$ cat src/rtl/sec_timer_pkg.sv
// rtl/sec_timer_pkg.sv - shared state encoding, BCD widths and clamp helpers for the seconds timer
package sec_timer_pkg;

    localparam int BCD_DIGIT_W = 4;
    localparam int BCD_W       = 2 * BCD_DIGIT_W;

    typedef enum logic [1:0] {
        ST_IDLE = 2'd0,
        ST_RUN  = 2'd1,
        ST_HOLD = 2'd2,
        ST_DONE = 2'd3
    } state_t;

    function automatic logic [BCD_DIGIT_W-1:0] clamp_digit(input logic [BCD_DIGIT_W-1:0] d);
        return (d > 4'd9) ? 4'd9 : d;
    endfunction

    function automatic logic [BCD_W-1:0] clamp_bcd(input logic [BCD_W-1:0] v);
        return {clamp_digit(v[7:4]), clamp_digit(v[3:0])};
    endfunction

endpackage

$ cat src/rtl/sec_timer_bcd_down_digit.sv
// rtl/sec_timer_bcd_down_digit.sv - one decimal down-counting digit with load and borrow-out
module bcd_down_digit
    import sec_timer_pkg::*;
(
    input  logic                   clk,
    input  logic                   rst,
    input  logic                   i_dec,
    input  logic                   i_load,
    input  logic [BCD_DIGIT_W-1:0] i_load_val,
    output logic [BCD_DIGIT_W-1:0] o_digit,
    output logic                   o_borrow
);

    logic [BCD_DIGIT_W-1:0] r_digit;

    // Load has priority so a reload never races a decrement of the old value.
    always_ff @(posedge clk or negedge rst) begin
        if (!rst) begin
            r_digit <= '0;
        end else if (i_load) begin
            r_digit <= clamp_digit(i_load_val);
        end else if (i_dec) begin
            r_digit <= (r_digit == 4'd0) ? 4'd9 : r_digit - 4'd1;
        end
    end

    assign o_borrow = i_dec && (r_digit == 4'd0);
    assign o_digit  = r_digit;

endmodule

$ cat src/rtl/sec_timer.sv
// rtl/sec_timer.sv - two-digit BCD seconds countdown timer with run/hold/abort and optional auto-reload
module sec_timer
    import sec_timer_pkg::*;
#(
    parameter bit AUTO_RELOAD = 1'b0
) (
    input  logic             clk,
    input  logic             rst,
    input  logic             tick,
    input  logic             start,
    input  logic             sw,
    input  logic             load,
    input  logic [BCD_W-1:0] load_val,
    output logic [BCD_W-1:0] sec_bcd,
    output logic             busy,
    output logic             done,
    output logic             alarm
);

    state_t           r_state;
    logic [BCD_W-1:0] r_reload;
    logic             r_start_d;
    logic             r_busy;
    logic             r_done;
    logic             r_alarm;

    logic                   w_start_rise;
    logic                   w_load_ok;
    logic                   w_reload;
    logic                   w_dec;
    logic                   w_hit_zero;
    logic                   w_underflow;
    logic                   w_ld_en;
    logic [BCD_W-1:0]       w_ld_val;
    logic [BCD_W-1:0]       w_sec;
    logic [BCD_DIGIT_W-1:0] w_ones;
    logic [BCD_DIGIT_W-1:0] w_tens;
    logic                   w_ones_borrow;

    assign w_start_rise = start && !r_start_d;
    assign w_load_ok    = load && ((r_state == ST_IDLE) || (r_state == ST_DONE));
    assign w_reload     = AUTO_RELOAD && (r_state == ST_DONE) && start;
    // Abort (start=0) and hold (sw=1) both outrank a coincident tick.
    assign w_dec        = (r_state == ST_RUN) && start && !sw && tick;
    assign w_hit_zero   = w_dec && (w_sec == 8'h01);
    assign w_ld_en      = w_load_ok || w_reload;
    assign w_ld_val     = w_load_ok ? load_val : r_reload;
    assign w_sec        = {w_tens, w_ones};

    bcd_down_digit u_ones (
        .clk        (clk),
        .rst        (rst),
        .i_dec      (w_dec),
        .i_load     (w_ld_en),
        .i_load_val (w_ld_val[3:0]),
        .o_digit    (w_ones),
        .o_borrow   (w_ones_borrow)
    );

    bcd_down_digit u_tens (
        .clk        (clk),
        .rst        (rst),
        .i_dec      (w_ones_borrow),
        .i_load     (w_ld_en),
        .i_load_val (w_ld_val[7:4]),
        .o_digit    (w_tens),
        .o_borrow   (w_underflow)
    );

    always_ff @(posedge clk or negedge rst) begin
        if (!rst) begin
            r_state   <= ST_IDLE;
            r_reload  <= '0;
            r_start_d <= 1'b0;
            r_busy    <= 1'b0;
            r_done    <= 1'b0;
            r_alarm   <= 1'b0;
        end else begin
            r_start_d <= start;
            r_done    <= 1'b0;
            if (w_load_ok) begin
                r_reload <= clamp_bcd(load_val);
            end
            case (r_state)
                ST_IDLE: begin
                    if (w_start_rise && !sw && (w_sec != 8'h00)) begin
                        r_state <= ST_RUN;
                        r_busy  <= 1'b1;
                    end
                end
                ST_RUN: begin
                    if (!start) begin
                        r_state <= ST_IDLE;
                        r_busy  <= 1'b0;
                    end else if (sw) begin
                        r_state <= ST_HOLD;
                    end else if (w_hit_zero || w_underflow) begin
                        r_state <= ST_DONE;
                        r_busy  <= 1'b0;
                        r_done  <= 1'b1;
                        r_alarm <= 1'b1;
                    end
                end
                ST_HOLD: begin
                    if (!start) begin
                        r_state <= ST_IDLE;
                        r_busy  <= 1'b0;
                    end else if (!sw) begin
                        r_state <= ST_RUN;
                    end
                end
                ST_DONE: begin
                    if (!start) begin
                        r_state <= ST_IDLE;
                        r_alarm <= 1'b0;
                    end else if (AUTO_RELOAD) begin
                        r_state <= ST_RUN;
                        r_busy  <= 1'b1;
                        r_alarm <= 1'b0;
                    end
                end
                default: begin
                    r_state <= ST_IDLE;
                    r_busy  <= 1'b0;
                    r_alarm <= 1'b0;
                end
            endcase
        end
    end

    assign sec_bcd = w_sec;
    assign busy    = r_busy;
    assign done    = r_done;
    assign alarm   = r_alarm;

endmodule

$ cat config.mk
export PLATFORM = sky130hd
export DESIGN_NAME = sec_timer
export DESIGN_NICKNAME = d
export VERILOG_FILES = /design/src/rtl/sec_timer_pkg.sv /design/src/rtl/sec_timer_bcd_down_digit.sv /design/src/rtl/sec_timer.sv
export SDC_FILE = /design/constraint.sdc
export NUM_CORES = 1
export LEC_CHECK = 0
export CORE_MARGIN = 2
export CORE_UTILIZATION = 50
export CTS_BUF_LIST = sky130_fd_sc_hd__clkbuf_16
export DETAILED_ROUTE_END_ITERATION = 8
export PLACE_DENSITY = 0.77
export SYNTH_ARGS = -nofsm -noshare
export SYNTH_HDL_FRONTEND = slang
export SYNTH_HIERARCHICAL = 1
export SYNTH_SLANG_ARGS = --single-unit
$ cat constraint.sdc
create_clock -name clk -period 3.5 [get_ports clk]
set_input_delay 0.7 -clock clk [delete_from_list [all_inputs] [get_ports clk]]
set_output_delay 0.7 -clock clk [all_outputs]
set_load 0.01 [all_outputs]
# Word-level counts from Yosys, hierarchy flattened

Index checks and enable logic that the tools add are counted.

Output and inout bits: 11
Input port bits: 14
Word-level logic and storage cells: 86
Bits in registers: 22

Mux-type cells: 33
Equal/unequal tests: 14
Reduce and logical (&&, ||, !) cells: 25
Add/subtract/negate cells: 2
$lt $le $gt $ge: 4

Operators with widths:

| cell                  | count |
|---|---|
| $mux W4               | 10 |
| $gt A4 B4 Y1 const B  | 4 |
| $mux W2               | 7 |
| $mux W1               | 12 |
| $logic_and A1 B1 Y1   | 10 |
| $reduce_and A5 Y1     | 2 |
| $eq A8 B1 Y1 const B  | 1 |
| $logic_not A4 Y1      | 2 |
| $mux W8               | 1 |
| $ne A2 B2 Y1 const B  | 4 |
| $pmux W2 S4           | 1 |
| $reduce_bool A8 Y1    | 1 |
| $sub A4 B1 Y4 const B | 2 |
| $ne A3 B3 Y1 const B  | 2 |
| $reduce_bool A2 Y1    | 3 |
| $eq A2 B2 Y1 const B  | 2 |
| $ne A2 B1 Y1 const B  | 2 |
| $ne A4 B3 Y1 const B  | 1 |
| $reduce_and A4 Y1     | 1 |
| $ne A3 B2 Y1 const B  | 1 |
| $pmux W1 S3           | 1 |
| $reduce_bool A3 Y1    | 1 |
| $eq A2 B1 Y1 const B  | 1 |
| $logic_not A1 Y1      | 2 |
| 3 further kinds       | 4 |

# Logic depth before layout (Yosys ltp)

Word-level depth: 11
Mapped depth: 13
Depth with buffers taken out: 13

# Cells and area by module

The synthesis kept the hierarchy.

By module, submodules not included:

| module         | instances | area each (um^2) | cells each | sequential area each (um^2) |
|---|---|---|---|---|
| sec_timer      | 1         | 774.5            | 87         | 350.3 |
| bcd_down_digit | 2         | 245.2            | 23         | 100.1 |

# Worst setup path after synthesis

OpenSTA, ideal clock, no wires.

Path type: input -> register
Start point: input start
End point: register r_state[1]
Required time: 3.379 ns
Setup time: 0.121 ns
Setup slack: 0.739 ns
Buffers on the path: 0
Cell stages on the path: 10
Arrival time: 2.640 ns
Path through: nand2_1 nor2_1 and2_1 nor4b_4 nor2b_1 nor4b_4 nor2b_1 a41oi_2 a211o_1 a22o_1

Cells in the longest elaborated chain, start to end: 8
Elaborated cells between the ends (all ways): 18
Classes of those cells: eq/ne (4); mux (3); reduce/logical (11)

RTL lines:

| item                             | line                           | source |
|---|---|---|
| from (decl)                      | sec_timer.sv:10                | `input logic start,` |
| $logic_and A1 B1 Y1 (3 in a row) | sec_timer.sv:44                | `assign w_dec = (r_state == ST_RUN) && start && !sw && tick;` |
| named net w_dec                  | sec_timer.sv:30                | `logic w_dec;` |
| $logic_and A1 B1 Y1              | sec_timer_bcd_down_digit.sv:27 | `assign o_borrow = i_dec && (r_digit == 4'd0);` |
| named net w_ones_borrow          | sec_timer.sv:38                | `logic w_ones_borrow;` |
| $logic_and A1 B1 Y1              | sec_timer_bcd_down_digit.sv:27 |  |
| named net w_underflow            | sec_timer.sv:32                | `logic w_underflow;` |
| $logic_or A1 B1 Y1               | sec_timer.sv:97                | `end else if (w_hit_zero \|\| w_underflow) begin` |
| $ne A4 B3 Y1 (no line)           | n/a                            |  |
| $reduce_and A4 Y1 (no line)      | n/a                            |  |
| to (signal assigned)             | sec_timer.sv:96                | `r_state <= ST_HOLD;` |
| to (signal assigned)             | sec_timer.sv:98                | `r_state <= ST_DONE;` |
| to (signal assigned)             | sec_timer.sv:106               | `r_state <= ST_IDLE;` |
| to (decl)                        | sec_timer.sv:20                | `state_t r_state;` |

The timed path passes the listed nets, and every way through them passes these cells.
A chain may end at the register's enable or synchronous reset.

# Worst setup path in the final report

Ends and elaborated chain as after synthesis.

==> results.txt <==
Setup crit end kind = flip-flop
XOR/XNOR Fraction of Synth Area = 2.77%
Fin Hold WS = 0.470 ns
post-DR vias/cell = 5.41
Internal Power = 0.000812 W
post-synthesis simple-gate area fraction = 25.9%
Yosys top cell area share = 43.5%
setup TNS = 0 ns
routability cong. = 0.762
Setup CP Type = input port to flip-flop
Seq/Total Area, Yosys = 43.5%
Final #Nets = 184
RSZ-0062 raised after global routing = false
post-CTS sizing = 0
post-synthesis adder-cell area fraction = 5.93%
remaining antenna violation count = 0
hold crit path type = flip-flop to flip-flop
Core Util, Final = 67.4%
starting DRC count in detailed routing = 17
share of power burned in registers = 36.2%
Final setup viols = 0
CP Buf/Inv Count = 1
Slew Viols, Final = 0
Port Buffers = 24
worst skew pair latency = 0.25 ns
Avg Inst Size Synth = 9.51 µm²
routed length per instance = 13.2 µm
Final period util = 89.1%
CP Max Fanout = 4
status = completed
via count = 1,045
Critical Path AT = 3.26 ns
worst IR drop on VDD = 0.528 mV
sw power = 0.000520 W
Gate power share = 45.8%
# H-tree levels = 1
Post-synth EDFFs = 0
Post-CTS Setup Bufs = 0
CP required = 3.64 ns
Remaining DRCs = 0
core area = 0.00243 mm²
die span in x = 54.3 µm
Syn Inst Count = 133
Syn Std Cell Area = 0.00126 mm²
Layout fillers = 207
Synth area leader = dfrtp_1
Main synth FF type = dfrtp_1
CTS clk-pin slew, worst paths = 0.06 ns
Max Clock Skew = 0.00122 ns
static leakage = 0.701 nW
CTS tree = yes
Cells after DPL = 189
pin count of the biggest net entering global routing = 25
share of post-route cells with drive strength above 1 = 7.36%
FP Rows = 18
Slowest-stage cell, CP = clkdlybuf4s50_1
Hold-fix buffers, CTS = 0
routed length on met3 = 89 µm
Ys Warns = 6
Final Hold Viols = 0
slowest stage delay, CP = 0.48 ns
remaining global-route overflow = 0
initial antenna violation count = 0
Num Clock Sinks = 22
post-route cell area = 0.00164 mm²
Slew @ Worst Pin = 0.981 ns
asr flop ratio synth = 100%
post-synthesis compound-gate area fraction = 17.4%
Die Y = 54.3 µm
post-synthesis mux area share = 2.37%
Max Freq = 321 MHz
FF+latch count, synth = 22
max cap viols = 0
clock power share = 18.0%
CP cell instances = clkdlybuf4s50_1, nand2_1, nor2_1, and2_1, nor4b_4, nor2b_1, nor4b_4, nor2b_1, a41oi_2, a211o_1, a22o_1
min cycle time layout = 3.12 ns
PwrDens = 812 mW/mm²
die area = 0.00295 mm²
io pins = 25
vias in the first global route = 997
Post-DP HPWL = 1.91 mm
syn nets = 153
fin cells = 193
gr usage total = 20.6%
Post-Route WL = 2.56 mm
DR pass1 iterations = 5
largest family of logic cells by synthesized area = simple AND/OR/NAND/NOR gates
top cells by area, synth = dfrtp_1 44%, nand2_1 8.6%, ha_1 5.9%
Sw Share = 39.0%
Placed Instance Area = 0.00156 mm²
Starting Density = 52.0%
top layer reached by signal wires = met4
CP top delay family = simple AND/OR/NAND/NOR gates
CTS Buf Count = 3
clock root buffer = clkbuf_16
Max Root-Sink Buffers = 2
Startpoint Class = input port
post-synth cell types = 27
WL met2 = 1.29 mm
met1 WL = 1.14 mm
# diodes = 0
synthesis-to-finish area growth = 29.7%
first-pass GRT wire length = 4.33 mm
Slew HR = 34.4%
## power groups by stage
stage / clock network [W] / registers [W] / logic [W]
final: 0.000240 / 0.000482 / 0.000610
after global routing: 0.000261 / 0.000501 / 0.000691
after global placement: 0 / 0.000480 / 0.000593
after CTS: 0.000248 / 0.000485 / 0.000613
after detailed placement: 0 / 0.000487 / 0.000612
after floorplan: 0 / 0.000487 / 0.000384
## Yosys cell counts (2+ instances only)
cell      number
nor2b_1        5
nand3b_1       4
o21ai_1        4
nor2_1         3
nand2b_1       5
dfrtp_1       22
ha_1           6
nor4b_4        2
a21oi_1        6
o21ai_0       14
nor3_1         3
inv_1          5
nand2_1       29
a22oi_1        3
o21bai_1       3
xnor2_1        4
o21a_1         2
mux2i_1        3
nor3b_2        2
## worst min-delay path, cell delays in order (launching register included)
cell and delay, ns:
dfrtp_1 0.32, nand2_1 0.06, nand2_1 0.06
## flip-flops by register name (all words and copies together) (netlist names)
| register | flops |
|---|---|
| r_state | 2 |
| r_reload | 8 |
| done | 1 |
| u_tens/o_digit | 4 |
| u_ones/o_digit | 4 |
| r_start_d | 1 |
| alarm | 1 |
| busy | 1 |
## final timing paths
kind,startpoint,to,slack (ns),cells after the start
worst max-delay path,start,r_state[1],0.38,11
worst min-delay path,r_reload[3],r_reload[3],0.47,2
worst max register to register,r_state[1],r_state[1],0.57,12
worst min register to register,r_reload[3],r_reload[3],0.47,2
max in group asynchronous,rst,busy,1.92,1
min in group asynchronous,rst,done,0.99,1
## placed cells by master (no fill, tap or decap), drive strengths merged, types with 2 or more instances in the layout
| cell | netlist | routed |
|---|---|---|
| a22oi | 3 | 3 |
| nor4b | 2 | 2 |
| nand2b | 5 | 5 |
| clkbuf | 1 | 3 |
| nor2b | 5 | 5 |
| o21bai | 3 | 3 |
| nor2 | 3 | 3 |
| clkinv | 1 | 2 |
| clkdlybuf4s50 | 0 | 24 |
| ha | 6 | 6 |
| nor3 | 3 | 3 |
| o21a | 2 | 2 |
| buf | 0 | 3 |
| a21oi | 6 | 6 |
| nor3b | 2 | 2 |
| dfrtp | 22 | 22 |
| xnor2 | 4 | 4 |
| o21ai | 18 | 18 |
| mux2i | 3 | 3 |
| nand3b | 4 | 4 |
| nand2 | 29 | 29 |
| inv | 5 | 5 |
## cells by family (layout without fill, tap and decap cells)
logic type	count (synthesis)	count (layout)
AO/OA/AOI/OAI	36	36
XOR/XNOR	4	4
multiplexers	3	3
flip-flops	22	22
AND/OR/NAND/NOR	55	55
buffers and inverters	7	37
adder cells (fa/ha/maj)	6	6
## layer usage
layer | track usage, % | up-vias
met2 | 37.1 | 19
met1 | 24.4 | 505
met3 | 4.10 | 2
met4 | 6.25 | 0
li1 | - | 519
met5 | 0 | -
## per-stage QoR
stage | setup WS [ns] | power, W
5_1_grt | 0.215 | 0.00145
6_report | 0.382 | 0.00133
2_1_floorplan | 0.739 | 0.000871
3_3_place_gp | 0.247 | 0.00107
4_1_cts | 0.402 | 0.00135
3_5_place_dp | 0.131 | 0.00110
## layout make-up
| class | count | area (µm²) | area share (%) |
|---|---|---|---|
| multi-input combinational | 104 | 688 | 42.0 |
| sequential | 22 | 551 | 33.6 |
| clock inverter | 1 | 3.75 | 0.229 |
| tap | 30 | 37.5 | 2.29 |
| clock buffer | 3 | 75.1 | 4.58 |
| inverter | 6 | 22.5 | 1.37 |
| timing repair buffer | 27 | 263 | 16.0 |
(Power assumes the default switching activity.)
